==> src/rtl/serial_subtractor.sv <==
// Bit-serial WIDTH-bit subtractor, LSB first, one borrow flop.
// Define SERIAL_SUB_ADD_MODE_EN to add a mode port selecting add (0) or subtract (1).
module serial_subtractor #(
    parameter int WIDTH = 8
) (
    input  logic             clk,
    input  logic             rst,
    input  logic             start,
    input  logic [WIDTH-1:0] a,
    input  logic [WIDTH-1:0] b,
`ifdef SERIAL_SUB_ADD_MODE_EN
    input  logic             mode,
`endif
    output logic             busy,
    output logic             done,
    output logic [WIDTH-1:0] diff,
    output logic             borrow,
    output logic             d_bit,
    output logic             bit_valid
);

    localparam int CW = (WIDTH > 2) ? $clog2(WIDTH) : 1;
    localparam logic [CW-1:0] LAST = CW'(WIDTH - 1);

    typedef enum logic [1:0] {
        IDLE = 2'd0,
        RUN  = 2'd1,
        DONE = 2'd2
    } state_t;

    state_t           state_q, state_d;
    logic [WIDTH-1:0] a_q, a_d;
    logic [WIDTH-1:0] b_q, b_d;
    logic [WIDTH-1:0] res_q, res_d;
    logic [WIDTH-1:0] diff_q, diff_d;
    logic             bor_q, bor_d;
    logic             borrow_q, borrow_d;
    logic [CW-1:0]    cnt_q, cnt_d;
    logic             sub_q, sub_d;

    logic x, y, dc, bout;

    always_ff @(posedge clk) begin
        if (rst) begin
            state_q  <= IDLE;
            a_q      <= '0;
            b_q      <= '0;
            res_q    <= '0;
            diff_q   <= '0;
            bor_q    <= 1'b0;
            borrow_q <= 1'b0;
            cnt_q    <= '0;
            sub_q    <= 1'b1;
        end else begin
            state_q  <= state_d;
            a_q      <= a_d;
            b_q      <= b_d;
            res_q    <= res_d;
            diff_q   <= diff_d;
            bor_q    <= bor_d;
            borrow_q <= borrow_d;
            cnt_q    <= cnt_d;
            sub_q    <= sub_d;
        end
    end

    // The same flop carries borrow (subtract) or carry (add).
    always_comb begin
        x    = a_q[0];
        y    = b_q[0];
        dc   = x ^ y ^ bor_q;
        bout = sub_q ? ((~x & y) | (~(x ^ y) & bor_q))
                     : ((x & y) | ((x ^ y) & bor_q));
    end

    always_comb begin
        state_d  = state_q;
        a_d      = a_q;
        b_d      = b_q;
        res_d    = res_q;
        diff_d   = diff_q;
        bor_d    = bor_q;
        borrow_d = borrow_q;
        cnt_d    = cnt_q;
        sub_d    = sub_q;
        case (state_q)
            IDLE, DONE: begin
                if (start) begin
                    state_d = RUN;
                    a_d     = a;
                    b_d     = b;
                    bor_d   = 1'b0;
                    cnt_d   = '0;
`ifdef SERIAL_SUB_ADD_MODE_EN
                    sub_d   = mode;
`else
                    sub_d   = 1'b1;
`endif
                end else begin
                    state_d = IDLE;
                end
            end
            RUN: begin
                a_d   = a_q >> 1;
                b_d   = b_q >> 1;
                res_d = {dc, res_q[WIDTH-1:1]};
                bor_d = bout;
                cnt_d = cnt_q + 1'b1;
                if (cnt_q == LAST) begin
                    state_d  = DONE;
                    diff_d   = {dc, res_q[WIDTH-1:1]};
                    borrow_d = bout;
                end
            end
            default: state_d = IDLE;
        endcase
    end

    assign busy      = (state_q == RUN);
    assign done      = (state_q == DONE);
    assign bit_valid = busy;
    assign d_bit     = busy & dc;
    assign diff      = diff_q;
    assign borrow    = borrow_q;

endmodule

==> config.mk <==
export PLATFORM = sky130hd
export DESIGN_NAME = serial_subtractor
export DESIGN_NICKNAME = d
export VERILOG_FILES = /design/src/rtl/serial_subtractor.sv
export SDC_FILE = /design/constraint.sdc
export NUM_CORES = 1
export LEC_CHECK = 0
export ABC_AREA = 1
export CAP_MARGIN = 30
export CORE_UTILIZATION = 45
export DETAILED_ROUTE_END_ITERATION = 10
export PLACE_DENSITY = 0.74
export SLEW_MARGIN = 20
export SYNTH_ARGS = -nofsm -noshare
export SYNTH_HDL_FRONTEND = slang
export SYNTH_SLANG_ARGS = --single-unit
==> constraint.sdc <==
create_clock -name clk -period 1.38 [get_ports clk]
set_input_delay 0.414 -clock clk [delete_from_list [all_inputs] [get_ports clk]]
set_output_delay 0.414 -clock clk [all_outputs]
set_load 0.1 [all_outputs]
==> results summary, run 1 <==
The worst setup skew after layout came out at between 0.007 and 0.008 ns. The area growth from synthesis to layout is 40.2%. The synthesized net count came out at 272. The fraction of post-synthesis cell area in the top cell type by area is 0.430. The total setup violations reported at the end of the flow is 4. In this run, post-CTS hold repair placed 0 buffers. Ranked by total cell area, the synthesized netlist is headed by sky130_fd_sc_hd__dfxtp_1 (43%), sky130_fd_sc_hd__nand3_1 (12%), sky130_fd_sc_hd__nand2_1 (9.3%).

The arrival time at the worst endpoint is 1.53 ns. In the final design database the tool counted around 310 nets. The portion of total power attributed to combinational logic is 0.208.

The minimum clock period after layout is between 1.5 and 2 ns. The largest net degree at the start of global routing came out at 37. The count of distinct cell types in the synthesized netlist came out at 21. The post-layout utilization of the core is 0.668. Setup slack on the critical path of the routed design comes to -0.567 ns.

Internal power comes to roughly 2 mW. For this run, design rule violations remaining after detail routing come to 0. The count of state elements after synthesis came out at 38. The portion of the clock cycle consumed by the worst path in the final layout is 1.41. The area of the core is 3720 µm². Leaving out filler cells and counting taps, the final layout contains approximately 340. The global placer's final weighted congestion came out at 0.774. The number of global-route vias before repair came out at roughly 1400.

The worst-case headroom to the max-slew limit is 0.748. The power share of the clock group came out at 0.350. The flow ran to the end, but the final reports show violations. The via count is 1675.

The fmax came out at roughly 510 MHz. Counting every sink on the clock net gives 38. For this design, the slowest cell found on the critical path is sky130_fd_sc_hd__fa_1. The die covers around 4200 µm². The post-detailed-route wirelength per cell is approximately 12 µm. The number of DRC violations after detailed-routing iteration 0 came out at between 100 and 150. In this run the power density over the cells is roughly 1100 nW/µm². TritonCTS built the clock tree. Counting every instance in the synthesized netlist gives between 200 and 300. The final reports fail on setup timing. The die width is around 65 µm.

In this run the worst path has a maximum fanout of 2. The number of hold-slack violations in the final timing report is 0. The share of cells above drive strength 1 is 0.193. Clock latency on the worst-skew pair, taken at its later pin, is roughly 0.29 ns. The worst path buffer plus inverter count is 2. The detailed placement HPWL came out at roughly 2.6 mm. The peak supply drop is around 640 µV.

The summed area of non-filler cells in the final layout came out at around 2500 µm². The most common library cell in the layout ignoring fill and taps is sky130_fd_sc_hd__nand2_1. The ratio of routed vias to standard cells came out at 4.96. The deepest clock path buffer count came out at 2. In this run the clock root is driven by a sky130_fd_sc_hd__clkbuf_8.

Setup repair after global routing could not meet its margin everywhere. The remaining global-route overflow came out at 0. The part of the Yosys area used for sequential elements came out at 0.430. Once placement finished, the instance area stood at 2300 µm². The net switching fraction of the power came out at 0.268. The number of placed cells counting well taps is between 300 and 400. The critical path goes through fa_1 > nand2_2 > clkinvlp_4 > buf_12.

The final max-slew violation count is 0. The number of antenna violations at the first check in global routing is 0. The worst register-to-register path has a depth of 8. For this configuration, the core starts out at a cell density of 0.476. The number of H-tree levels came out at 2.

The floorplan row count is 22. STA classifies the critical path endpoint as an output port. Counting instances, the worst hold path has a depth of 1. The aggregate global-route resource usage came out at 0.204. The number of warnings reported in the yosys synthesis log came out at 0. The final-layout setup total negative slack came out at -1.27 ns. The sum of routed wire length over all layers came out at 4.09 mm. The mapped netlist covers about 1800 µm². The TritonCTS buffer count is 5. The type of the most critical hold path is flip-flop to flip-flop.

The required time reported for the critical path endpoint came out at 0.97 ns. The reported leakage power came out at about 1.1 nW. The detail route stage leaves a number of antenna-violating nets equal to 0. For this run, the detailed router's first-pass iteration total came to 4. The transition time at the pin with the least slew margin is 0.378 ns. Clock-pin slew was measured on the worst setup and hold paths at around 0.07 ns. The max-capacitance violation count is 0. The number of input and output port buffers inserted came out at 31.

In this run the count of I/O pins placed on the die edge is 32. STA classifies the critical path startpoint as a flip-flop. The power dissipated by switching net loads is about 0.73 mW. The cell family with the largest share of critical-path delay is adder cells. The post-synthesis area per instance came out at 7.08 µm². The setup path with the least slack is of type flip-flop to output port. The height of the die came out at approximately 65 µm. The count of antenna diodes in the layout came out at 0. The worst hold slack is 0.472 ns. The largest single stage delay on the critical path is 0.58 ns.

The share of total power dissipated in sequential elements is 0.442. The library cells used most frequently in the layout, excluding fill and tap cells, are sky130_fd_sc_hd__nand2_1 (43), sky130_fd_sc_hd__nand3_1 (41), sky130_fd_sc_hd__inv_1 (34). The most area-hungry cell type in the Yosys netlist is sky130_fd_sc_hd__dfxtp_1. The number of cells on the critical path came out at 4.

The first-pass GRT wire length came out at around 6.5 mm.
[cell usage after synthesis (all sizes together)]
| master | number |
|---|---|
| a21oi | 15 |
| buf | 15 |
| clkbuf | 2 |
| clkinv | 1 |
| dfxtp | 38 |
| fa | 1 |
| ha | 2 |
| inv | 38 |
| nand2 | 47 |
| nand3 | 42 |
| nand3b | 1 |
| nor2 | 24 |
| nor3 | 14 |
| o21ai | 10 |
[metal layers]
layer	vias up	wire length [µm]	track usage
met5	-	0	0
met4	0	6	0.0778
met3	2	185	0.0528
met2	44	2020	0.311
met1	768	1880	0.274
li1	861	-	-
[final cells by class]
| type | instances | area (µm²) |
|---|---|---|
| inverter | 39 | 153 |
| sequential | 38 | 769 |
| clock buffer | 6 | 82.6 |
| clock inverter | 1 | 30.0 |
| fill | 294 | 1230 |
| timing repair buffer | 50 | 621 |
| tap | 48 | 60.1 |
| multi-input combinational | 156 | 767 |
[repair_timing]
action	in CTS	in global routing
endpoints found under the setup margin	4	10
pin swaps	1	3
buffers inserted	0	6
resized for setup	2	9
[worst register-to-register path: stages, from the launching register on]
cell and delay [ns]:
sky130_fd_sc_hd__dfxtp_4 0.35, sky130_fd_sc_hd__buf_4 0.14, sky130_fd_sc_hd__buf_12 0.13, sky130_fd_sc_hd__buf_4 0.13
sky130_fd_sc_hd__nand2_2 0.08, sky130_fd_sc_hd__buf_12 0.17, sky130_fd_sc_hd__nand3_1 0.11, sky130_fd_sc_hd__nand2_1 0.10
sky130_fd_sc_hd__nor2_1 0.04
[sequential cells by signal, indices dropped and copies added (netlist names)]
signal and count:
res_q 7, bor_q 1, diff 8, cnt_q 3, b_q 8, a_q 8, state_q 2, borrow 1
[power by group through the flow]
| stage | logic [mW] | clock network (mW) | registers [mW] |
|---|---|---|---|
| after floorplan | 0.384 | 0 | 1.22 |
| after global placement | 0.510 | 0 | 1.22 |
| after detailed placement | 0.525 | 0 | 1.23 |
| after CTS | 0.531 | 0.962 | 1.20 |
| after global routing | 0.619 | 1.03 | 1.21 |
| final | 0.566 | 0.955 | 1.20 |
[path summary, 6_finish.rpt]
kind,slack [ns],endpoint,start
worst max register to register,0.03,a_q[1],state_q[0]
worst min-delay path,0.47,cnt_q[0],cnt_q[0]
worst max-delay path,-0.57,d_bit,a_q[0]
worst min register to register,0.47,cnt_q[0],cnt_q[0]
[kinds of logic (layout without fill, tap and decap cells)]
family,Yosys count,in the layout,share of synthesized area
buffers and inverters,56,96,0.147
flip-flops,38,38,0.430
AO/OA/AOI/OAI,25,25,0.0707
AND/OR/NAND/NOR,128,128,0.327
adder cells (fa/ha/maj),3,3,0.0254
[per-stage QoR]
step,power [mW],worst slack (ns)
final,2.72,-0.567
after global routing,2.86,-0.612
after global placement,1.73,-0.234
after CTS,2.70,-0.576
after floorplan,1.60,-0.346
after detailed placement,1.75,-0.264
No activity file was read; power rests on OpenSTA's default activity.
==> inputs of run 2 (changes only) <==
--- a/config.mk
+++ b/config.mk
@@ -9,7 +9,8 @@
 export CAP_MARGIN = 30
 export CORE_UTILIZATION = 45
 export DETAILED_ROUTE_END_ITERATION = 10
-export PLACE_DENSITY = 0.74
+export PLACE_DENSITY = 0.73
+export REMOVE_ABC_BUFFERS = 1
 export SLEW_MARGIN = 20
 export SYNTH_ARGS = -nofsm -noshare
 export SYNTH_HDL_FRONTEND = slang
==> results summary, run 2 (synthesized netlist as in run 1, its figures left out) <==
The run finished, with violations left. The final reports fail on setup timing. The transition time at the pin with the least slew margin came out at 0.195 ns (-0.183 ns). The max-capacitance violation count is 0 (unchanged).

Setup repair after global routing could not meet its margin everywhere. The number of filler instances in the final layout is 311 (+5.8%). The first-pass iteration count of the detailed router is 4 (unchanged). The power density over the cells is 1150 nW/µm² (+5.0%).

The number of H-tree levels came to 2 (unchanged). The summed area of non-filler cells in the final layout is 2500 µm² (+0.81%). The endpoint identified for the worst register-to-register timing path is diff[2].

The worst setup skew after layout came to 0.00524 ns (-0.00222 ns). The remaining number of nets flagged by the antenna check after routing is 0 (unchanged). The fmax is 517 MHz (+0.74%). The internal power of the cells came out at 2.14 mW (+7.3%). The worst setup slack after layout came out at -0.553 ns (+0.0143 ns). The highest net fanout along the worst path came to 2 (unchanged).

The deepest clock path buffer count came out at 2 (unchanged). The arrival time at the worst endpoint came to 1.52 ns (about the same). The cell sitting at the root of the clock tree is a sky130_fd_sc_hd__clkbuf_8. The via count is 1669 (-0.36%). The area of the core was 3720 µm² (unchanged). The final-layout setup total negative slack came out at -0.988 ns (+0.279 ns).

The number of DRC violations after detailed-routing iteration 0 came out at 113 (+7.6%). The reported leakage power came out at 1.16 nW (+2.0%). The number of placed cells counting well taps came to 328 (+0.92%). The number of input and output port buffers inserted is 31 (unchanged). STA classifies the critical path startpoint as a flip-flop. The path with the worst hold slack has its endpoint at res_q[4]. In this run the most critical hold path is launched from res_q[4]. The total setup violations reported at the end of the flow is 4 (unchanged). The overall die area was 4190 µm² (unchanged).

The source of the worst register-to-register timing path is cnt_q[0]. The worst-case headroom to the max-slew limit is 0.869 (+0.121). The net switching fraction of the power is 0.258 (-0.00990).

The remaining global-route overflow is 0 (unchanged). The sink count of the clock tree is 38 (unchanged). The number of top-level design ports came to 32 (unchanged).

The aggregate global-route resource usage came out at 0.202 (-0.00209). The TritonCTS buffer count was 5 (unchanged). Leaving out fill and tap cells, the most frequent cell in the layout is sky130_fd_sc_hd__nand2_1. The portion of the clock cycle consumed by the worst path in the final layout is 1.40 (-0.0104).

The largest net degree at the start of global routing came out at 23 (-38%). The final max-slew violation count came out at 0 (unchanged). The height of the die is 64.7 µm (unchanged). The number of nets at the end of the flow is 313 (+0.32%). The detailed placement HPWL is 2.69 mm (+3.2%). The area growth from synthesis to layout is 41.3%. The minimum clock period after layout came out at 1.93 ns (-0.0143 ns).

The final instance count without filler cells is 340 (+0.59%). The kind of capture point of the worst setup path is an output port. TritonCTS built the clock tree. The count of antenna diodes in the layout came out at 0 (unchanged).

The number of global-route vias before repair came out at 1458 (+3.0%). The first-pass GRT wire length is 6.59 mm (+1.7%). The setup slack on the worst flop-to-flop path is 0.08 ns (+0.05 ns).

The area of placed instances came out at 2320 µm² (+0.87%). The required time reported for the critical path endpoint came out at 0.97 ns (about the same). The floorplan row count came to 22 (unchanged). The sum of routed wire length over all layers is 3.92 mm (-4.0%). The power dissipated by switching net loads is 0.744 mW (+2.0%). The type of the most critical hold path is flip-flop to flip-flop. The portion of total power attributed to combinational logic was 0.192 (-0.016). The share of cells above drive strength 1 is 0.192 (-0.00132). The power share of the clock group is 0.391 (+0.041). The effective utilization at floorplan came out at 0.476 (unchanged). The clock transition at the registers of the reported paths is 0.07 ns (about the same). The worst hold slack was 0.470 ns (-0.00148 ns). The clock insertion delay at the later pin of the skew report came to 0.29 ns (about the same).

The die width is 64.7 µm (unchanged). The post-detailed-route wirelength per cell came out at 11.5 µm (-4.6%). The critical path is of the flip-flop to output port type. The sequential cell fraction of total power is 0.417 (-0.025). The global placer's final weighted congestion is 0.784 (+1.3%).

The hold-fix buffer count after cts came out at 0 (unchanged). The number of hold-slack violations in the final timing report came to 0 (unchanged). The residual DRC count is 0 (unchanged). In the layout the commonest cells are sky130_fd_sc_hd__nand2_1 (43), sky130_fd_sc_hd__nand3_1 (42), sky130_fd_sc_hd__dfxtp_1 (34).

The peak supply drop is 893 µV (+39%). The number of antenna violations at the first check in global routing came out at 0 (unchanged). The length in cells of the worst reg-to-reg path is 6 (-2). The ratio of routed vias to standard cells came to 4.91 (-0.94%). The worst hold path cell count came out at 2 (+1).
## run 2: how the worst max path moves through the flow
| stage | startpoint | to | slack, ns | depth (start not counted) |
|---|---|---|---|---|
| 2_1_floorplan | state_q[0] | d_bit | -1.78 | 4 |
| 3_3_place_gp | b_q[0] | d_bit | -0.26 | 5 |
| 3_5_place_dp | b_q[0] | d_bit | -0.27 | 5 |
| 4_1_cts | bor_q | d_bit | -0.55 | 5 |
| 5_1_grt | a_q[0] | d_bit | -0.62 | 4 |
| 6_report | a_q[0] | d_bit | -0.55 | 4 |
## run 2: power groups by stage
| stage | Combinational [mW] | Sequential [mW] | Clock [mW] |
|---|---|---|---|
| 3_5_place_dp | 0.531 | 1.23 | 0 |
| 6_report | 0.553 | 1.20 | 1.13 |
| 3_3_place_gp | 0.523 | 1.22 | 0 |
| 2_1_floorplan | 0.308 | 1.23 | 0 |
| 5_1_grt | 0.614 | 1.21 | 1.20 |
| 4_1_cts | 0.551 | 1.20 | 1.15 |
## run 2: metal layers
layer / up-vias / share of wire / global-route usage
met5: - / 0 / 0
met4: 0 / 0.012 / 0.0750
met3: 4 / 0.035 / 0.0493
met2: 28 / 0.48 / 0.327
met1: 771 / 0.47 / 0.258
li1: 866 / - / -
## run 2: metrics by stage
stage / utilization / total power [mW] / worst slack (ns)
CTS: 0.668 / 2.90 / -0.551
global route: 0.673 / 3.03 / -0.615
global placement: 0.624 / 1.75 / -0.258
floorplan: - / 1.53 / -1.78
finish: 0.673 / 2.88 / -0.553
detailed placement: 0.624 / 1.76 / -0.266
## run 2: timing repair
item,CTS,global route
pin swaps,3,3
endpoints found under the hold margin,0,0
endpoints found under the setup margin,4,13
setup buffers,3,2
resized for setup,5,6
## run 2: worst max-delay path, cell delays in order, from the launching register on
cell and delay (ns):
sky130_fd_sc_hd__dfxtp_1 0.34, sky130_fd_sc_hd__fa_1 0.58, sky130_fd_sc_hd__nand2_2 0.08, sky130_fd_sc_hd__inv_2 0.07
sky130_fd_sc_hd__buf_12 0.16
## run 2: area by class of cell
cell class / count / area, µm² / share of cell area
Clock buffer: 5 / 68.8 / 0.0275
Sequential cell: 38 / 768 / 0.307
Multi-Input combinational cell: 156 / 759 / 0.303
Clock inverter: 3 / 68.8 / 0.0275
Timing Repair Buffer: 51 / 628 / 0.251
Inverter: 39 / 149 / 0.0595
Tap cell: 48 / 60.1 / 0.0240
